**src/rtl/vcu_pkg.sv**
```systemverilog
`default_nettype none
// ============================================================================
// Module   : vcu_pkg
// Brief    : Shared opcodes, control-word layout and FSM states for the
//            vector sequenced control unit.
// Revision : 1.0 - initial release
// ============================================================================
package vcu_pkg;

  localparam logic [2:0] OP_ADD   = 3'b000;
  localparam logic [2:0] OP_SUB   = 3'b001;
  localparam logic [2:0] OP_MUL   = 3'b110;
  localparam logic [2:0] OP_MAC   = 3'b111;
  localparam logic [2:0] OP_LOAD  = 3'b100;
  localparam logic [2:0] OP_STORE = 3'b101;

  // mux[0] drives mux0 ... mux[3] drives mux3
  typedef struct packed {
    logic       we_a;
    logic       we_b;
    logic       we_mem;
    logic [3:0] mux;
  } ctrl_word_t;

  typedef enum logic [0:0] {
    IDLE = 1'b0,
    EXEC = 1'b1
  } state_e;

  localparam ctrl_word_t CTRL_NONE = '0;

  function automatic ctrl_word_t mk_ctrl(input logic we_a, input logic we_b,
                                         input logic we_mem, input logic [3:0] mux);
    ctrl_word_t c;
    c.we_a   = we_a;
    c.we_b   = we_b;
    c.we_mem = we_mem;
    c.mux    = mux;
    return c;
  endfunction

endpackage
`default_nettype wire

```
**src/rtl/vcu_decode.sv**
```systemverilog
`default_nettype none
// ============================================================================
// Module   : vcu_decode
// Brief    : Combinational opcode to per-beat control word decoder.
// Revision : 1.0 - initial release
// ============================================================================
module vcu_decode
  import vcu_pkg::*;
#(
  parameter int OP_W = 3
) (
  input  logic [OP_W-1:0] op_code_i,
  output ctrl_word_t      ctrl_o,
  output logic            illegal_o
);

  logic w_high_nz;

  generate
    if (OP_W > 3) begin : g_high_bits
      assign w_high_nz = |op_code_i[OP_W-1:3];
    end else begin : g_no_high_bits
      assign w_high_nz = 1'b0;
    end
  endgenerate

  always_comb begin
    ctrl_o    = CTRL_NONE;
    illegal_o = 1'b0;
    case (op_code_i[2:0])
      OP_ADD, OP_SUB, OP_MUL: ctrl_o = mk_ctrl(1'b1, 1'b0, 1'b0, 4'b1100);
      OP_MAC:                 ctrl_o = mk_ctrl(1'b1, 1'b0, 1'b0, 4'b1000);
      OP_LOAD:                ctrl_o = mk_ctrl(1'b0, 1'b1, 1'b0, 4'b0010);
      OP_STORE:               ctrl_o = mk_ctrl(1'b0, 1'b0, 1'b1, 4'b0011);
      default:                illegal_o = 1'b1;
    endcase
    // Any set bit beyond the decoded field makes the whole opcode undefined
    if (w_high_nz) begin
      ctrl_o    = CTRL_NONE;
      illegal_o = 1'b1;
    end
  end

endmodule
`default_nettype wire

```
**src/rtl/vector_seq_control_unit.sv**
```systemverilog
`default_nettype none
// ============================================================================
// Module   : vector_seq_control_unit
// Brief    : Accepts one vector instruction and steps its elements one per
//            cycle, driving write enables and mux selects per beat.
//            Define VCU_CHAIN_EN for zero-bubble back-to-back instructions.
// Revision : 1.0 - initial release
// ============================================================================
module vector_seq_control_unit
  import vcu_pkg::*;
#(
  parameter  int OP_W  = 3,
  parameter  int VLEN  = 8,
  localparam int IDX_W = $clog2(VLEN),
  localparam int VL_W  = $clog2(VLEN + 1)
) (
  input  logic             clk,
  input  logic             rst,
  input  logic             instr_valid,
  output logic             instr_ready,
  input  logic [OP_W-1:0]  op_code,
  input  logic [VL_W-1:0]  vl,
  input  logic             stall,
  output logic             busy,
  output logic             done,
  output logic             illegal_op,
  output logic [IDX_W-1:0] elem_idx,
  output logic             we_a_reg,
  output logic             we_b_reg,
  output logic             we_mem,
  output logic             mux0,
  output logic             mux1,
  output logic             mux2,
  output logic             mux3
);

  state_e           state_q, state_d;
  logic [IDX_W-1:0] idx_q, idx_d;
  logic [VL_W-1:0]  vl_q, vl_d;
  ctrl_word_t       ctrl_q, ctrl_d;
  logic             done_q, done_d;
  logic             illegal_q, illegal_d;

  ctrl_word_t       dec_ctrl;
  logic             dec_illegal;
  logic             exec_live;
  logic             last_beat;
  logic             accept;
  logic [VL_W-1:0]  vl_clamped;

  vcu_decode #(
    .OP_W (OP_W)
  ) u_decode (
    .op_code_i (op_code),
    .ctrl_o    (dec_ctrl),
    .illegal_o (dec_illegal)
  );

  assign exec_live  = (state_q == EXEC) && !stall;
  assign last_beat  = exec_live && ((VL_W'(idx_q) + VL_W'(1)) == vl_q);
  assign vl_clamped = (vl > VL_W'(VLEN)) ? VL_W'(VLEN) : vl;

`ifdef VCU_CHAIN_EN
  assign instr_ready = (state_q == IDLE) || last_beat;
`else
  assign instr_ready = (state_q == IDLE);
`endif

  assign accept = instr_valid && instr_ready;

  always_comb begin
    state_d   = state_q;
    idx_d     = idx_q;
    vl_d      = vl_q;
    ctrl_d    = ctrl_q;
    done_d    = 1'b0;
    illegal_d = 1'b0;

    if (exec_live) begin
      if (last_beat) begin
        state_d = IDLE;
        idx_d   = '0;
        done_d  = 1'b1;
      end else begin
        idx_d = idx_q + IDX_W'(1);
      end
    end

    // A chained accept overrides the retire path above but keeps its done pulse
    if (accept) begin
      idx_d = '0;
      if (dec_illegal || (vl == '0)) begin
        state_d   = IDLE;
        done_d    = 1'b1;
        illegal_d = dec_illegal;
      end else begin
        state_d = EXEC;
        vl_d    = vl_clamped;
        ctrl_d  = dec_ctrl;
      end
    end
  end

  always_ff @(posedge clk) begin
    if (rst) begin
      state_q   <= IDLE;
      idx_q     <= '0;
      vl_q      <= '0;
      ctrl_q    <= CTRL_NONE;
      done_q    <= 1'b0;
      illegal_q <= 1'b0;
    end else begin
      state_q   <= state_d;
      idx_q     <= idx_d;
      vl_q      <= vl_d;
      ctrl_q    <= ctrl_d;
      done_q    <= done_d;
      illegal_q <= illegal_d;
    end
  end

  assign busy       = (state_q == EXEC);
  assign done       = done_q;
  assign illegal_op = illegal_q;
  assign elem_idx   = idx_q;

  // Write enables drop during a stall; mux selects hold so the datapath stays steady
  assign we_a_reg = exec_live && ctrl_q.we_a;
  assign we_b_reg = exec_live && ctrl_q.we_b;
  assign we_mem   = exec_live && ctrl_q.we_mem;
  assign mux0     = busy && ctrl_q.mux[0];
  assign mux1     = busy && ctrl_q.mux[1];
  assign mux2     = busy && ctrl_q.mux[2];
  assign mux3     = busy && ctrl_q.mux[3];

endmodule
`default_nettype wire

```
**config.mk**
```make
export PLATFORM = sky130hd
export DESIGN_NAME = vector_seq_control_unit
export DESIGN_NICKNAME = d
export VERILOG_FILES = /design/src/rtl/vcu_pkg.sv /design/src/rtl/vcu_decode.sv /design/src/rtl/vector_seq_control_unit.sv
export SDC_FILE = /design/constraint.sdc
export NUM_CORES = 1
export LEC_CHECK = 0
export BUFFER_PORTS_ARGS = -buffer_cell sky130_fd_sc_hd__buf_2
export CORE_AREA = 8 8 48 50
export CTS_CLUSTER_DIAMETER = 50
export DETAILED_ROUTE_END_ITERATION = 16
export DIE_AREA = 0 0 56 58
export GPL_TIMING_DRIVEN = 0
export PLACE_DENSITY = 0.9
export SETUP_SLACK_MARGIN = 0.1
export SLEW_MARGIN = 0
export SYNTH_ARGS = -nofsm -noshare
export SYNTH_HDL_FRONTEND = slang
export SYNTH_SLANG_ARGS = --single-unit
export TNS_END_PERCENT = 5
```
**constraint.sdc**
```tcl
create_clock -name clk -period 2.89 [get_ports clk]
set_clock_uncertainty 0.2 [all_clocks]
set_input_delay 0.578 -clock clk [delete_from_list [all_inputs] [get_ports clk]]
set_output_delay 0.578 -clock clk [all_outputs]
set_load 0.03 [all_outputs]
```
**After elaboration in Yosys (flattened, before gate mapping)**

Cells that the tools add are included.

- $add $sub $neg: 2
- Magnitude comparators: 1
- Equality and inequality tests: 6
- Mux-type cells: 12
- Bitwise logic cells: 3
- Reductions and logical operators: 22

Operator list:

| operator | number |
|---|---|
| one-hot mux 7 bit (4 select lines) | 1 |
| == test 3 bit, second input constant | 4 |
| logical AND 1 bit | 10 |
| two-way mux 1 bit | 9 |
| OR reduction 3 bit | 2 |
| OR reduction 6 bit | 1 |
| adder 3 x 1 -> 4 bit, second input constant | 1 |
| == test 4 bit | 1 |
| greater-than comparator 4 bit, second input constant | 1 |
| zero test 4 bit | 1 |
| two-way mux 4 bit | 1 |
| AND reduction 2 bit | 2 |
| nonzero test 2 bit | 2 |
| adder 3 x 1 -> 3 bit, second input constant | 1 |
| == test 3 x 1 -> 1 bit, second input constant | 1 |
| zero test 3 bit | 1 |
| two-way mux 3 bit | 1 |
| NOT 1 bit | 3 |
| OR reduction 2 bit | 1 |
| zero test 1 bit | 1 |
| logical OR 1 bit | 1 |

- Bits in registers: 17
- Input port bits: 11
- Output and inout bits: 14
- Logic and storage cells: 55

**Longest topological paths before layout**

- Depth after elaboration: 7
- Mapped depth: 5
- Gate-level depth less buffers: 5

**Modules after synthesis**

Synthesis repeated with hierarchy kept, for this count alone.

- Cells, all modules: 96
- Area, all modules: 877.1 sq um

Modules (own cells, without submodules):

| module | instances | cells an instance | area an instance (sq um) | sequential area each (sq um) |
|---|---|---|---|---|
| vector_seq_control_unit | 1 | 84 | 775.7 | 340.3 |
| vcu_decode | 1 | 12 | 101.3 | 0.0 |

**Worst setup path after synthesis**

No wires, ideal clock.

- Kind: reg-to-output
- Start: register state_q (netlist: busy)
- End: output we_a_reg
- Data arrival time: 1.430 ns
- Data required time: 2.112 ns
- Setup slack: 0.682 ns
- Cell stages (with the launch flop): 4
- Path buffers: 0
- Cell sequence: dfxtp_1 -> inv_1 -> nor2_1 -> and2_1

- Cells in the longest elaborated chain, start to end: 2

RTL lines:

| element | RTL line | RTL |
|---|---|---|
| start, declared | vector_seq_control_unit.sv:37 | `state_e state_q, state_d;` |
| start signal, assigned | vector_seq_control_unit.sv:113 | `state_q <= state_d;` |
| logical AND 1 bit | vector_seq_control_unit.sv:59 | `assign exec_live = (state_q == EXEC) && !stall;` |
| logical AND 1 bit | vector_seq_control_unit.sv:128 | `assign we_a_reg = exec_live && ctrl_q.we_a;` |
| end, declared | vector_seq_control_unit.sv:28 | `output logic we_a_reg,` |

Every way passes these cells.

**Final worst setup path**

- Start: register state_q (netlist: busy)
- End: output we_mem

- Cells in the longest elaborated chain, start to end: 2

RTL lines:

| element | RTL line | RTL |
|---|---|---|
| logical AND 1 bit | vector_seq_control_unit.sv:59 |  |
| logical AND 1 bit | vector_seq_control_unit.sv:130 | `assign we_mem = exec_live && ctrl_q.we_mem;` |
| end, declared | vector_seq_control_unit.sv:30 | `output logic we_mem,` |

Every way passes these cells.

==> run metrics <==
Setup-failing EPs final=0; CP delay by family, top=simple AND/OR/NAND/NOR gates; Total Die Area=0.003248 mm²; Inserted Clock Buffers=3; Comb pwr share=20.3%; Min-Delay Path Class=reg -> reg; Util after Layout=59.15%; IO Port Bufs=24; CP arrival=1.65 ns; library cells used by synthesis=34; crit-path cells=inv_1 > nor2_1 > and2_1 > buf_2; RSZ-0062 raised after global routing=no; Mean Syn Cell Area=9.354 µm²; setup_tns=0 ns; number of setup buffers added after CTS=0; post-synth net total=96; Setup crit start kind=register; register area share after synthesis=38.22%; # rows=15; number of diodes=0; CTS H-tree lvls=1; clock tree root buffer cell=clkbuf_4; DRC Markers=0; Net Sw Frac=30.02%; io pins=25; worst skew pair latency=0.29 ns; power after layout=0.4359 mW; routed vias/inst=5.380; maximum vdd drop=287.3 µV; starting density of the core=48.68%; initial antenna violation count=0; die width=56 µm; Hold Fails Final Rpt=0; Syn. warnings=0; CTS sink cnt=15; Reg power frac=51.8%; Pint=0.3051 mW; final net count=125; Mapped Cells=84; first-pass GRT wire length=2.925 mm; DIE HEIGHT=58 µm; routed wire length=1.799 mm; router iterations before antenna repair=4; Power Dens Cells=456.6 mW/mm²; placed inst area=927.1 µm²; number of global-route vias before repair=690; Reg clk slew, reported paths=0.10 ns; crit share post-route=83.91%; Net Switching=0.1309 mW; Crit. End Element=primary output; status=complete, no violations; Routability Congestion=0.8337; buffer and inverter count on the worst path=2; Pleak=0.4435 nW; slowest stage delay, CP=0.49 ns; CTS resizes=0; layout cells sized above 1=32.14%; critical-path maximum fanout=9; Worst path slowest cell=dfxtp_1; Relative slew margins=69.68%; crit path time final=2.425 ns; Post-Syn Area=785.8 µm²; Overall Global Routing Usage=11.15%; clock share of power=27.9%; DP Wirelength=1.346 mm; GRT overflow=0; Post-DRT Antenna Nets=0; pin slew with the least headroom to its limit=0.4548 ns; max cap viols=0; Max clock buf depth=2; Vias=694; Area Growth Syn to Fin=21.50%; Routed WL per cell=13.95 µm; largest net degree at the start of global routing=11; Core Region=0.001614 mm²; CTS tree=built; critical path type=reg -> out; Fillers=143; Crit path required time=2.11 ns; WHS=0.3042 ns; Initial DRC Count=26; Post-CTS Hold Fix Bufs=0; post-route cell area=954.7 µm²; #FFs+latches synth=15; Max Fclk=412.4 MHz; Slew Limit Fails=0
==> worst min-delay path, cell delays in order, from the launching register on <==
cell     delay [ns]
dfxtp_1        0.33
mux2i_1        0.06
nor2_1         0.08
==> registers in the layout, indices dropped and copies added (netlist names) <==
signal / cells
ctrl_q: 5
vl_q: 4
elem_idx: 3
busy: 1
done: 1
illegal_op: 1
==> cell type report <==
class / instances / area [µm²] / area share [%]
plain buffers: 2 / 15.01 / 1.573
clock buffers: 3 / 22.52 / 2.359
clock inverters: 1 / 5.005 / 0.5242
inverters: 2 / 7.507 / 0.7864
multi-input cells: 65 / 462.9 / 48.49
flip-flops and latches: 15 / 300.3 / 31.45
well taps: 17 / 21.27 / 2.228
repair buffers: 24 / 120.1 / 12.58
==> path summary, 6_finish.rpt <==
| check | startpoint | end | slack, ns | cells past startpoint |
|---|---|---|---|---|
| worst min register to register | ctrl_q[1] | ctrl_q[1] | 0.30 | 2 |
| worst min-delay path | ctrl_q[1] | ctrl_q[1] | 0.30 | 2 |
| worst max register to register | elem_idx[0] | elem_idx[1] | 0.82 | 5 |
| worst max-delay path | busy | we_mem | 0.47 | 4 |
==> cells by family after synthesis <==
family | count (synthesis) | share of synthesized area [%]
AO/OA/AOI/OAI | 12 | 13.85
XOR/XNOR | 3 | 3.345
adder cells (fa/ha/maj) | 1 | 1.592
buffers and inverters | 4 | 2.866
flip-flops | 15 | 38.22
multiplexers | 6 | 7.644
AND/OR/NAND/NOR | 43 | 32.49
==> per-stage QoR <==
stage / setup slack [ns] / instances
floorplan: 0.6818 / 84
global placement: 0.7598 / 125
detailed placement: 0.7518 / 125
CTS: 0.5077 / 129
global route: 0.4113 / 129
finish: 0.4651 / 129
==> power groups by stage <==
stage / logic (mW) / registers, mW / clock network, mW
after floorplan: 0.0579 / 0.234 / 0
after CTS: 0.0883 / 0.226 / 0.125
after detailed placement: 0.0879 / 0.231 / 0
final: 0.0886 / 0.226 / 0.121
after global placement: 0.0860 / 0.230 / 0
after global routing: 0.0968 / 0.227 / 0.136
==> layout by cell type, fill, tap and decap left out, drive strengths merged, types with 2 or more instances in the layout <==
cell type	instances
nand3	2
o22ai	2
nor2b	6
or2b	2
mux2i	6
nand2b	3
a21oi	3
nand2	3
nor2	10
inv	2
buf	25
or3	2
xor2	2
dfxtp	15
clkbuf	4
and2	7
and3	2
==> metal layers <==
layer	vias up	routed length [µm]	GRT usage (%)
li1	350	-	-
met3	4	136	4.803
met5	-	0	0
met2	29	914	20.29
met4	0	36	6.529
met1	311	713	10.05
==> synthesized netlist by cell type <==
cell type,instances,area [µm²]
a2111oi_4,1,27.53
buf_6,1,11.26
nand4_1,1,6.260
xor2_1,2,17.52
or3_4,1,11.26
a211oi_2,1,12.51
o21ba_1,1,10.01
clkbuf_1,1,3.750
xnor2_1,1,8.760
and3_1,1,6.260
ha_1,1,12.51
and3_4,1,11.26
nor2_1,10,37.54
a21bo_1,1,10.01
dfxtp_1,15,300.3
o21ai_0,1,5.000
nor2b_1,6,37.54
or2b_2,2,17.52
nor3_1,1,5.000
a21oi_1,3,15.01
nor3b_1,1,7.510
and2_1,7,43.79
o22ai_1,2,12.51
inv_1,2,7.510
nand2_1,3,11.26
or3_1,1,6.260
nand3_1,2,10.01
or4_4,1,11.26
nor4_1,1,6.260
o2111ai_1,1,8.760
nand3b_1,1,7.510
o31ai_1,1,7.510
mux2i_1,6,60.06
nand2b_1,3,18.77
Note: power is estimated with default switching activity, not from simulation.
